File: src/rtl/button_event_ctrl.sv
// Turns debounced button pulses into SHORT/LONG/REPEAT events and round-robins them onto one valid/ready port.
// Latency: pulse -> pending slot next edge -> evt_valid the edge after; outputs hold while evt_valid & ~evt_ready.
module button_event_ctrl #(
    parameter int N_BTN     = 4,
    parameter int TICK_DIV  = 100000,
    parameter int LONG_MS   = 1000,
    parameter int REPEAT_MS = 200
) (
    input  logic             clk,
    input  logic             reset,
    input  logic [N_BTN-1:0] btn_state,
    input  logic [N_BTN-1:0] btn_down,
    input  logic [N_BTN-1:0] btn_up,
    output logic             evt_valid,
    input  logic             evt_ready,
    output logic [2:0]       evt_btn,
    output logic [1:0]       evt_type,
    output logic             evt_drop
);
    localparam int MAX_MS = (LONG_MS > REPEAT_MS) ? LONG_MS : REPEAT_MS;
    localparam int CW     = (MAX_MS > 1) ? $clog2(MAX_MS) : 1;
    localparam int PSW    = (TICK_DIV > 1) ? $clog2(TICK_DIV) : 1;
    localparam logic [CW-1:0]  LONG_LAST = CW'(LONG_MS - 1);
    localparam logic [CW-1:0]  REP_LAST  = CW'(REPEAT_MS - 1);
    localparam logic [PSW-1:0] PS_LAST   = PSW'(TICK_DIV - 1);
    localparam logic [1:0] EV_SHORT  = 2'b00;
    localparam logic [1:0] EV_LONG   = 2'b01;
    localparam logic [1:0] EV_REPEAT = 2'b10;

    typedef enum logic [1:0] {ST_IDLE, ST_PRESSED, ST_HELD} st_t;

    logic [PSW-1:0]   presc;
    logic             tick;
    st_t              state     [N_BTN];
    st_t              state_nxt [N_BTN];
    logic [CW-1:0]    hold_cnt  [N_BTN];
    logic [CW-1:0]    hold_nxt  [N_BTN];
    logic [N_BTN-1:0] emit;
    logic [1:0]       emit_type [N_BTN];
    logic [N_BTN-1:0] slot_vld;
    logic [1:0]       slot_type [N_BTN];
    logic [N_BTN-1:0] drain;
    logic [2:0]       rr_ptr;
    logic             found;
    logic [2:0]       win;
    logic [1:0]       win_type;
    logic             load_en;
    logic             drop_any;

    assign tick = (presc == PS_LAST);

    always_ff @(posedge clk or posedge reset) begin
        if (reset) begin
            presc <= '0;
        end else if (tick) begin
            presc <= '0;
        end else begin
            presc <= presc + PSW'(1);
        end
    end

    always_ff @(posedge clk or posedge reset) begin
        if (reset) begin
            for (int i = 0; i < N_BTN; i++) begin
                state[i]    <= ST_IDLE;
                hold_cnt[i] <= '0;
            end
        end else begin
            for (int i = 0; i < N_BTN; i++) begin
                state[i]    <= state_nxt[i];
                hold_cnt[i] <= hold_nxt[i];
            end
        end
    end

    // btn_up wins over a simultaneous btn_down once a press is in progress
    always_comb begin
        for (int i = 0; i < N_BTN; i++) begin
            state_nxt[i] = state[i];
            hold_nxt[i]  = hold_cnt[i];
            emit[i]      = 1'b0;
            emit_type[i] = EV_SHORT;
            case (state[i])
                ST_IDLE: begin
                    if (btn_down[i] && !btn_up[i]) begin
                        state_nxt[i] = ST_PRESSED;
                        hold_nxt[i]  = '0;
                    end
                end
                ST_PRESSED: begin
                    if (btn_up[i]) begin
                        emit[i]      = 1'b1;
                        emit_type[i] = EV_SHORT;
                        state_nxt[i] = ST_IDLE;
                    end else if (!btn_state[i]) begin
                        state_nxt[i] = ST_IDLE;
                    end else if (tick) begin
                        if (hold_cnt[i] == LONG_LAST) begin
                            emit[i]      = 1'b1;
                            emit_type[i] = EV_LONG;
                            state_nxt[i] = ST_HELD;
                            hold_nxt[i]  = '0;
                        end else begin
                            hold_nxt[i] = hold_cnt[i] + CW'(1);
                        end
                    end
                end
                ST_HELD: begin
                    if (btn_up[i] || !btn_state[i]) begin
                        state_nxt[i] = ST_IDLE;
                    end else if (tick) begin
                        if (hold_cnt[i] == REP_LAST) begin
                            emit[i]      = 1'b1;
                            emit_type[i] = EV_REPEAT;
                            hold_nxt[i]  = '0;
                        end else begin
                            hold_nxt[i] = hold_cnt[i] + CW'(1);
                        end
                    end
                end
                default: state_nxt[i] = ST_IDLE;
            endcase
        end
    end

    // Round-robin: first pending slot at or above rr_ptr, else wrap to the lowest one
    always_comb begin
        found    = 1'b0;
        win      = '0;
        win_type = EV_SHORT;
        load_en  = !evt_valid || evt_ready;
        drain    = '0;
        drop_any = 1'b0;
        for (int i = 0; i < N_BTN; i++) begin
            if (!found && slot_vld[i] && (i >= int'(rr_ptr))) begin
                found    = 1'b1;
                win      = 3'(i);
                win_type = slot_type[i];
            end
        end
        for (int i = 0; i < N_BTN; i++) begin
            if (!found && slot_vld[i]) begin
                found    = 1'b1;
                win      = 3'(i);
                win_type = slot_type[i];
            end
        end
        for (int i = 0; i < N_BTN; i++) begin
            drain[i] = load_en && found && (win == 3'(i));
            if (emit[i] && slot_vld[i] && !drain[i]) begin
                drop_any = 1'b1;
            end
        end
    end

    always_ff @(posedge clk or posedge reset) begin
        if (reset) begin
            slot_vld  <= '0;
            for (int i = 0; i < N_BTN; i++) begin
                slot_type[i] <= EV_SHORT;
            end
            rr_ptr    <= '0;
            evt_valid <= 1'b0;
            evt_btn   <= '0;
            evt_type  <= '0;
            evt_drop  <= 1'b0;
        end else begin
            for (int i = 0; i < N_BTN; i++) begin
                if (emit[i] && (!slot_vld[i] || drain[i])) begin
                    slot_vld[i]  <= 1'b1;
                    slot_type[i] <= emit_type[i];
                end else if (drain[i]) begin
                    slot_vld[i] <= 1'b0;
                end
            end
            evt_drop <= drop_any;
            if (load_en) begin
                evt_valid <= found;
                if (found) begin
                    evt_btn  <= win;
                    evt_type <= win_type;
                    rr_ptr   <= (win == 3'(N_BTN - 1)) ? 3'd0 : win + 3'd1;
                end
            end
        end
    end
endmodule
File: config.mk
export PLATFORM = sky130hd
export DESIGN_NAME = button_event_ctrl
export DESIGN_NICKNAME = d
export VERILOG_FILES = /design/src/rtl/button_event_ctrl.sv
export SDC_FILE = /design/constraint.sdc
export NUM_CORES = 1
export LEC_CHECK = 0
export ABC_AREA = 1
export ABC_CLOCK_PERIOD_IN_PS = 3800
export BUFFER_PORTS_ARGS = -buffer_cell sky130_fd_sc_hd__buf_2
export CAP_MARGIN = 5
export CORE_MARGIN = 1.5
export CORE_UTILIZATION = 63
export CTS_CLUSTER_DIAMETER = 200
export CTS_CLUSTER_SIZE = 16
export DETAILED_ROUTE_END_ITERATION = 10
export MAX_ROUTING_LAYER = met4
export PLACE_DENSITY_LB_ADDON = 0.25
export SETUP_SLACK_MARGIN = 0.3
export SLEW_MARGIN = 20
export SYNTH_ARGS = -nofsm -noshare
export SYNTH_HDL_FRONTEND = slang
export SYNTH_SLANG_ARGS = --single-unit
File: constraint.sdc
create_clock -name clk -period 3.8 [get_ports clk]
set_input_delay 0.76 -clock clk [delete_from_list [all_inputs] [get_ports clk]]
set_output_delay 0.76 -clock clk [all_outputs]
set_load 0.02 [all_outputs]
==> Word level (Yosys, flattened, before mapping) <==
Cells that the tools add are included.
{ "word_totals": {"mem_count": 0, "latch_bits": 0, "regBits": 87, "mem_bits_ro": 0, "ram_bits": 0} }
{ "op_classes": {"reduce_logical": 87, "mul": 0, "n_lt_le_gt_ge": 4, "bitwise": 0, "n_addsub": 6, "eq_ne": 56, "n_mux": 165, "n_shift": 0, "div": 0} }
{ "op_table": {"columns": ["operator", "n"], "rows": [
  ["10-bit two-way mux", 32],
  ["10-bit one-hot mux with 3 select lines", 4],
  ["2-bit two-way mux", 44],
  ["1-bit two-way mux", 65],
  ["2-bit inequality test (second input constant)", 28],
  ["10-bit by 1-bit adder with 10-bit output (second input constant)", 4],
  ["10-bit equality test (second input constant)", 4],
  ["10-bit by 8-bit equality test with 1-bit output (second input constant)", 4],
  ["1-bit logical AND", 32],
  ["4-bit inequality test (second input constant)", 8],
  ["7-bit AND reduction", 4],
  ["1-bit zero test", 24],
  ["2-bit one-hot mux with 3 select lines", 4],
  ["3-bit two-way mux", 7],
  ["17-bit by 1-bit adder with 17-bit output (second input constant)", 1],
  ["17-bit equality test (second input constant)", 1],
  ["17-bit two-way mux", 1],
  ["2-bit one-hot mux with 2 select lines", 4],
  ["4-bit AND reduction", 4],
  ["3-bit nonzero test", 4],
  ["1-bit logical OR", 9],
  ["2-bit by 1-bit equality test with 1-bit output (second input constant)", 4],
  ["2-bit equality test (second input constant)", 4],
  ["2-bit zero test", 4],
  ["other kinds (9)", 18]
]} }

==> Longest topological paths before layout <==
{ "logic_depth": {"depth_word": 35, "ltp_mapped": 15} }

==> Least setup slack after synthesis <==
No wires, ideal clock.
{ "synth_timing": {"kind": "register to register", "startpoint": "register slot_vld[0]", "endpoint": "register slot_type[3] (netlist bit)", "path_stages_with_launch": 13, "required_time_ns": 3.717, "t_arrival_ns": 1.733, "path_slack_ns": 1.984, "n_path_buf": 0, "setup_time_ns": 0.083, "cell_sequence": "dfrtp_1 -> nand2_1 -> nand3_1 -> nor2_1 -> inv_1 -> nand3_1 -> inv_1 -> ha_1 -> a21oi_1 -> inv_1 -> nand2_1 -> nand2_1 -> o21ai_0"} }
{ "synth_between": {"elab_chain_len": 30, "word_cells_on_any_way": 38, "cone_classes": "1 x eq/ne; 15 x mux; 22 x reduce/logical"} }
{ "synth_rtl": {"columns": ["item", "line", "source"], "rows": [
  ["from (decl)", "40", "logic [N_BTN-1:0] slot_vld;"],
  ["from (signal assigned)", "158", "slot_vld <= '0;"],
  ["from (signal, indexed assignment)", "170", "slot_vld[i] <= 1'b1;"],
  ["from (signal, indexed assignment)", "173", "slot_vld[i] <= 1'b0;"],
  ["1-bit logical AND", "135", "if (!found && slot_vld[i] && (i >= int'(rr_ptr))) begin"],
  ["1-bit two-way mux", "135", null],
  ["1-bit zero test", "135", null],
  ["1-bit logical AND (2 in series)", "135", null],
  ["1-bit two-way mux", "135", null],
  ["1-bit zero test", "135", null],
  ["1-bit logical AND (2 in series)", "135", null],
  ["1-bit two-way mux", "135", null],
  ["[... 13 more ...]", null, null],
  ["1-bit zero test", "142", "if (!found && slot_vld[i]) begin"],
  ["1-bit logical AND", "142", null],
  ["3-bit two-way mux (*)", "142", null],
  ["named net win[0]", "45", "logic [2:0] win;"],
  ["3-bit by 2-bit equality test with 1-bit output (*)", "149", "drain[i] = load_en && found && (win == 3'(i));"],
  ["1-bit logical AND (*)", "149", null],
  ["1-bit logical OR (*)", "169", "if (emit[i] && (!slot_vld[i] || drain[i])) begin"],
  ["1-bit logical AND (*)", "169", null],
  ["to (signal, indexed assignment)", "171", "slot_type[i] <= emit_type[i];"],
  ["to (decl)", "41", "logic [1:0] slot_type [N_BTN];"]
]} }
The timed path passes the listed nets; every way through them passes the cells marked *.
A chain may end at the register's enable or synchronous reset.

==> Final worst setup path <==
{ "layout_timing": {"startpoint": "register presc[0]", "endpoint": "register hold_cnt[3] (netlist bit)"} }
{ "layout_between": {"elab_chain_len": 3, "word_cells_on_any_way": 4, "cone_classes": "3 x eq/ne; 1 x reduce/logical"} }
{ "layout_rtl": {"columns": ["item", "line", "source"], "rows": [
  ["from (decl)", "32", "logic [PSW-1:0] presc;"],
  ["from (signal assigned)", "58", "presc <= presc + PSW'(1);"],
  ["17-bit equality test (*)", "50", "assign tick = (presc == PS_LAST);"],
  ["2-bit inequality test (no line)", null, null],
  ["7-bit AND reduction (no line) (*)", null, null],
  ["to (signal, indexed assignment)", "71", "hold_cnt[i] <= hold_nxt[i];"],
  ["to (decl)", "36", "logic [CW-1:0] hold_cnt [N_BTN];"]
]} }
Every way passes the cells marked *; elsewhere a longest branch is shown, timed or not.

==> metrics list <==
* Final-layout worst hold slack: around 440 ps
- The die is about 98 um tall.
- CTS Hold Buffers Added: 0
- TritonCTS created 9 clock buffers.
- Routed wire length: 12,000 um
- The mapped netlist covers about 5700 um^2.
- For this run, the number of Yosys warnings is 0.
* Critical path's slowest cell: sky130_fd_sc_hd__nor2_4
* Maximum number of pins on one net before global-route repair: 34
* Synth top cells by count: 196 x sky130_fd_sc_hd__nand2_1, 132 x sky130_fd_sc_hd__inv_1, 93 x sky130_fd_sc_hd__nand3_1, 86 x sky130_fd_sc_hd__nor2_1, 85 x sky130_fd_sc_hd__dfrtp_1
- Multi-input combinational cell area: 2960 um^2
- In this run the worst hold path is classified as in -> async.
* Startpoint kind of the worst setup timing path: flip-flop
* Share of cells above drive strength 1: 7.46%
- After synthesis, the largest area contributor takes up 37.3% of total cell area.
* Layout-stage area growth over the synthesis result: 5.83%
- Of all nets on the critical path, the largest fanout is 23.
- Number of antenna violations at the first check in global routing: 0
* Result of the run: finished clean
* Number of clock sinks: 85
* Maximum clock rate: 0.424 GHz
- Clock latency on the worst-skew pair: 350 ps
* Kind of end point of the critical path: flip-flop
* Endpoint required time on the critical path: 4040 ps
- The critical path in this run is classified as reg -> reg.
* PD cells: 551 nW/um^2
* RSZ-0062 raised after global routing: no
- In the final timing run, aggregate negative setup slack is 0 ps.
- Timing analysis after detailed placement gives a worst setup slack of 1460 ps.
- 22 I/O pins were placed.
- Count of routing violations after the opening detailed-route iteration: 353
- Max_slew headroom: 62.3%
- The cell count after synthesis came out at 819.
- The biggest area contributor in the post-synthesis netlist is sky130_fd_sc_hd__dfrtp_1.
- Broken down by cell family, the worst path's largest delay share belongs to simple AND/OR/NAND/NOR gates.
- Between clock sinks in the finished design, the worst skew comes to 12.7 ps.
- The initialized floorplan defines 34 standard-cell rows.
- #FFs+latches synth: 85
* Master cell of the clock root buffer: sky130_fd_sc_hd__clkbuf_8
- Final count of hold timing violations: 0
- Remaining routing DRC violations: 0
- The worst path uses 62.1% of the clock period.
* Post-layout nets: slightly below 900
- First-pass GRT wire length: 21,000 um
- In the synthesized netlist the async set-or-reset flop fraction comes to 100%.
* Average routed wire per standard cell: approximately 13 um
- Initial Utilization: about 65%
- Detail Placement HPWL: 9090 um
* Total routing resource utilization after global routing: 27.0%
* Worst setup slack after layout: 1440 ps
* Number of nets with antenna violations after routing: 0
* Total via count after detailed routing: 5,248
- Buffer and inverter count on the worst path: 1
- The number of nets in the synthesized netlist is 858.
* Worst slew pin tran: 564 ps
- The clock tree synthesis step divided the H-tree into 3 levels.
- Clock transition time at the flip-flop clock pins of the worst setup and hold paths: 90 ps
- Standard cell core area: 8760 um^2
- The first detailed-routing pass took 5 iterations.
- Maximum resistive drop on vdd: 0.387 mV
- Congestion Overflow GR: 0
- Fill cells in the final layout number 773.
- After detailed routing, the number of vias per cell comes to 5.51.
- Count of flip-flops with a built-in enable after synthesis: 0
* PortBufs: 20
- Avg Inst Size Synth: roughly 7 um^2
* DIE AREA: roughly 9600 um^2
- Data arrives at the worst endpoint at 2600 ps.
- Postcts setup bufs: 0
- The number of global-route vias before repair is 4,845.
* Main area contributors after synthesis: sky130_fd_sc_hd__dfrtp_1 37%, sky130_fd_sc_hd__nand2_1 13%, sky130_fd_sc_hd__inv_1 8.7%, sky130_fd_sc_hd__nand3_1 8.2%, sky130_fd_sc_hd__nor2_1 5.7%
* Cell chain of the critical path: ha_1, nand2_2, nor2_4, nand3_2, nor2_4, nand2_1, a21oi_2, nand2_2, clkinv_2, o21ai_0, and2_1
* Number of buffers on the longest clock path: 2
* Leak pwr: around 3.1 nW
- Clock tree from TritonCTS: done
- Dominant cell by count in the synthesized netlist: sky130_fd_sc_hd__nand2_1
- The largest single stage delay on the critical path is 450 ps.
* Seq/Total Area, Yosys: 37.3%
- At the end of routability-driven placement, the weighted congestion stood at roughly 1.
- Number of cells on the worst reg-to-reg path: 11
- Max-cap violations in this run came to 0.
- The most used flip-flop cell after synthesis is sky130_fd_sc_hd__dfrtp_1.
- Storage element area: 2130 um^2
* Width of the die: about 98 um
* Antenna Diode Count: 0
* Post-layout min period: 2360 ps
- Slew Limit Fails: 0
- Yosys cell types: 42
- Number of gates resized after cts: 0
- Setup Viol. Count Final: 0
- In this run the number of cells on the critical path is 11.
placed cells by master, fill, tap and decap left out, drive strengths merged, types with 3 or more instances in the layout:
| master | n |
|---|---|
| buf | 23 |
| xnor2 | 3 |
| inv | 131 |
| nand2 | 205 |
| nor3 | 14 |
| nand3 | 95 |
| o21ai | 54 |
| clkinv | 7 |
| a21oi | 38 |
| dfrtp | 85 |
| nor2 | 90 |
| nand4 | 27 |
| xor2 | 13 |
| clkbuf | 10 |
| ha | 24 |
report_power, final:
part,internal (mW),switching [mW]
sequential,1.06,0.140
combinational,0.443,1.07
clock,0.297,0.310
path summary, 6_finish.rpt:
path | to | slack (ps) | from
min in group clk | presc[0] | 470 | presc[0]
worst max-delay path | hold_cnt[3] | 1440 | presc[0]
max in group asynchronous | state[4] | 2580 | reset
worst min-delay path | presc[10] | 440 | reset
worst max register to register | hold_cnt[3] | 1440 | presc[0]
worst min register to register | presc[0] | 470 | presc[0]
worst reg2reg max path: stages (launching register included):
cell and delay, ps:
sky130_fd_sc_hd__dfrtp_1 380, sky130_fd_sc_hd__ha_1 210, sky130_fd_sc_hd__nand2_2 90, sky130_fd_sc_hd__nor2_4 160, sky130_fd_sc_hd__nand3_2 100, sky130_fd_sc_hd__nor2_4 450
sky130_fd_sc_hd__nand2_1 150, sky130_fd_sc_hd__a21oi_2 160, sky130_fd_sc_hd__nand2_2 100, sky130_fd_sc_hd__clkinv_2 170, sky130_fd_sc_hd__o21ai_0 130, sky130_fd_sc_hd__and2_1 150
logic make-up after synthesis:
logic type / share of synthesized area [%]
other cells: 0.0657
fa+ha+maj: 5.26
flops: 37.3
xor+xnor: 2.46
compound gates: 10.1
buf+inv: 10.8
simple gates: 34.0
metrics by stage:
stage                     cells  util [%]  instance area (um^2)  power (mW)
after floorplan             819         -                  5710        2.39
after global placement      937      66.9                  5860        2.64
after detailed placement    937      66.9                  5860        2.71
after CTS                   952      68.9                  6040        3.33
after global routing        952      68.9                  6040        3.62
final                       952      68.9                  6040        3.33
cell type report:
class                   instances  area share, %
multi-input cells             586           49.1
flip-flops and latches         85           35.2
inverters                     135           8.47
well taps                     108           2.24
clock buffers                  10           2.11
repair buffers                 23           2.03
clock inverters                 5          0.870
flip-flops by register name (all words and copies together), names as in the netlist:
name / count
evt_drop: 1
evt_valid: 1
evt_type: 2
evt_btn: 2
slot_type: 8
slot_vld: 4
presc: 17
hold_cnt: 40
rr_ptr: 2
state: 8
routing by layer:
| metal | global-route usage, % | part of all wire (%) | up-vias |
|---|---|---|---|
| li1 | - | - | 2671 |
| met2 | 44.8 | 48 | 111 |
| met5 | - | 0 | - |
| met1 | 33.9 | 46 | 2437 |
| met3 | 3.36 | 3.3 | 29 |
| met4 | 10.5 | 2.3 | 0 |
(Power assumes the default switching activity.)
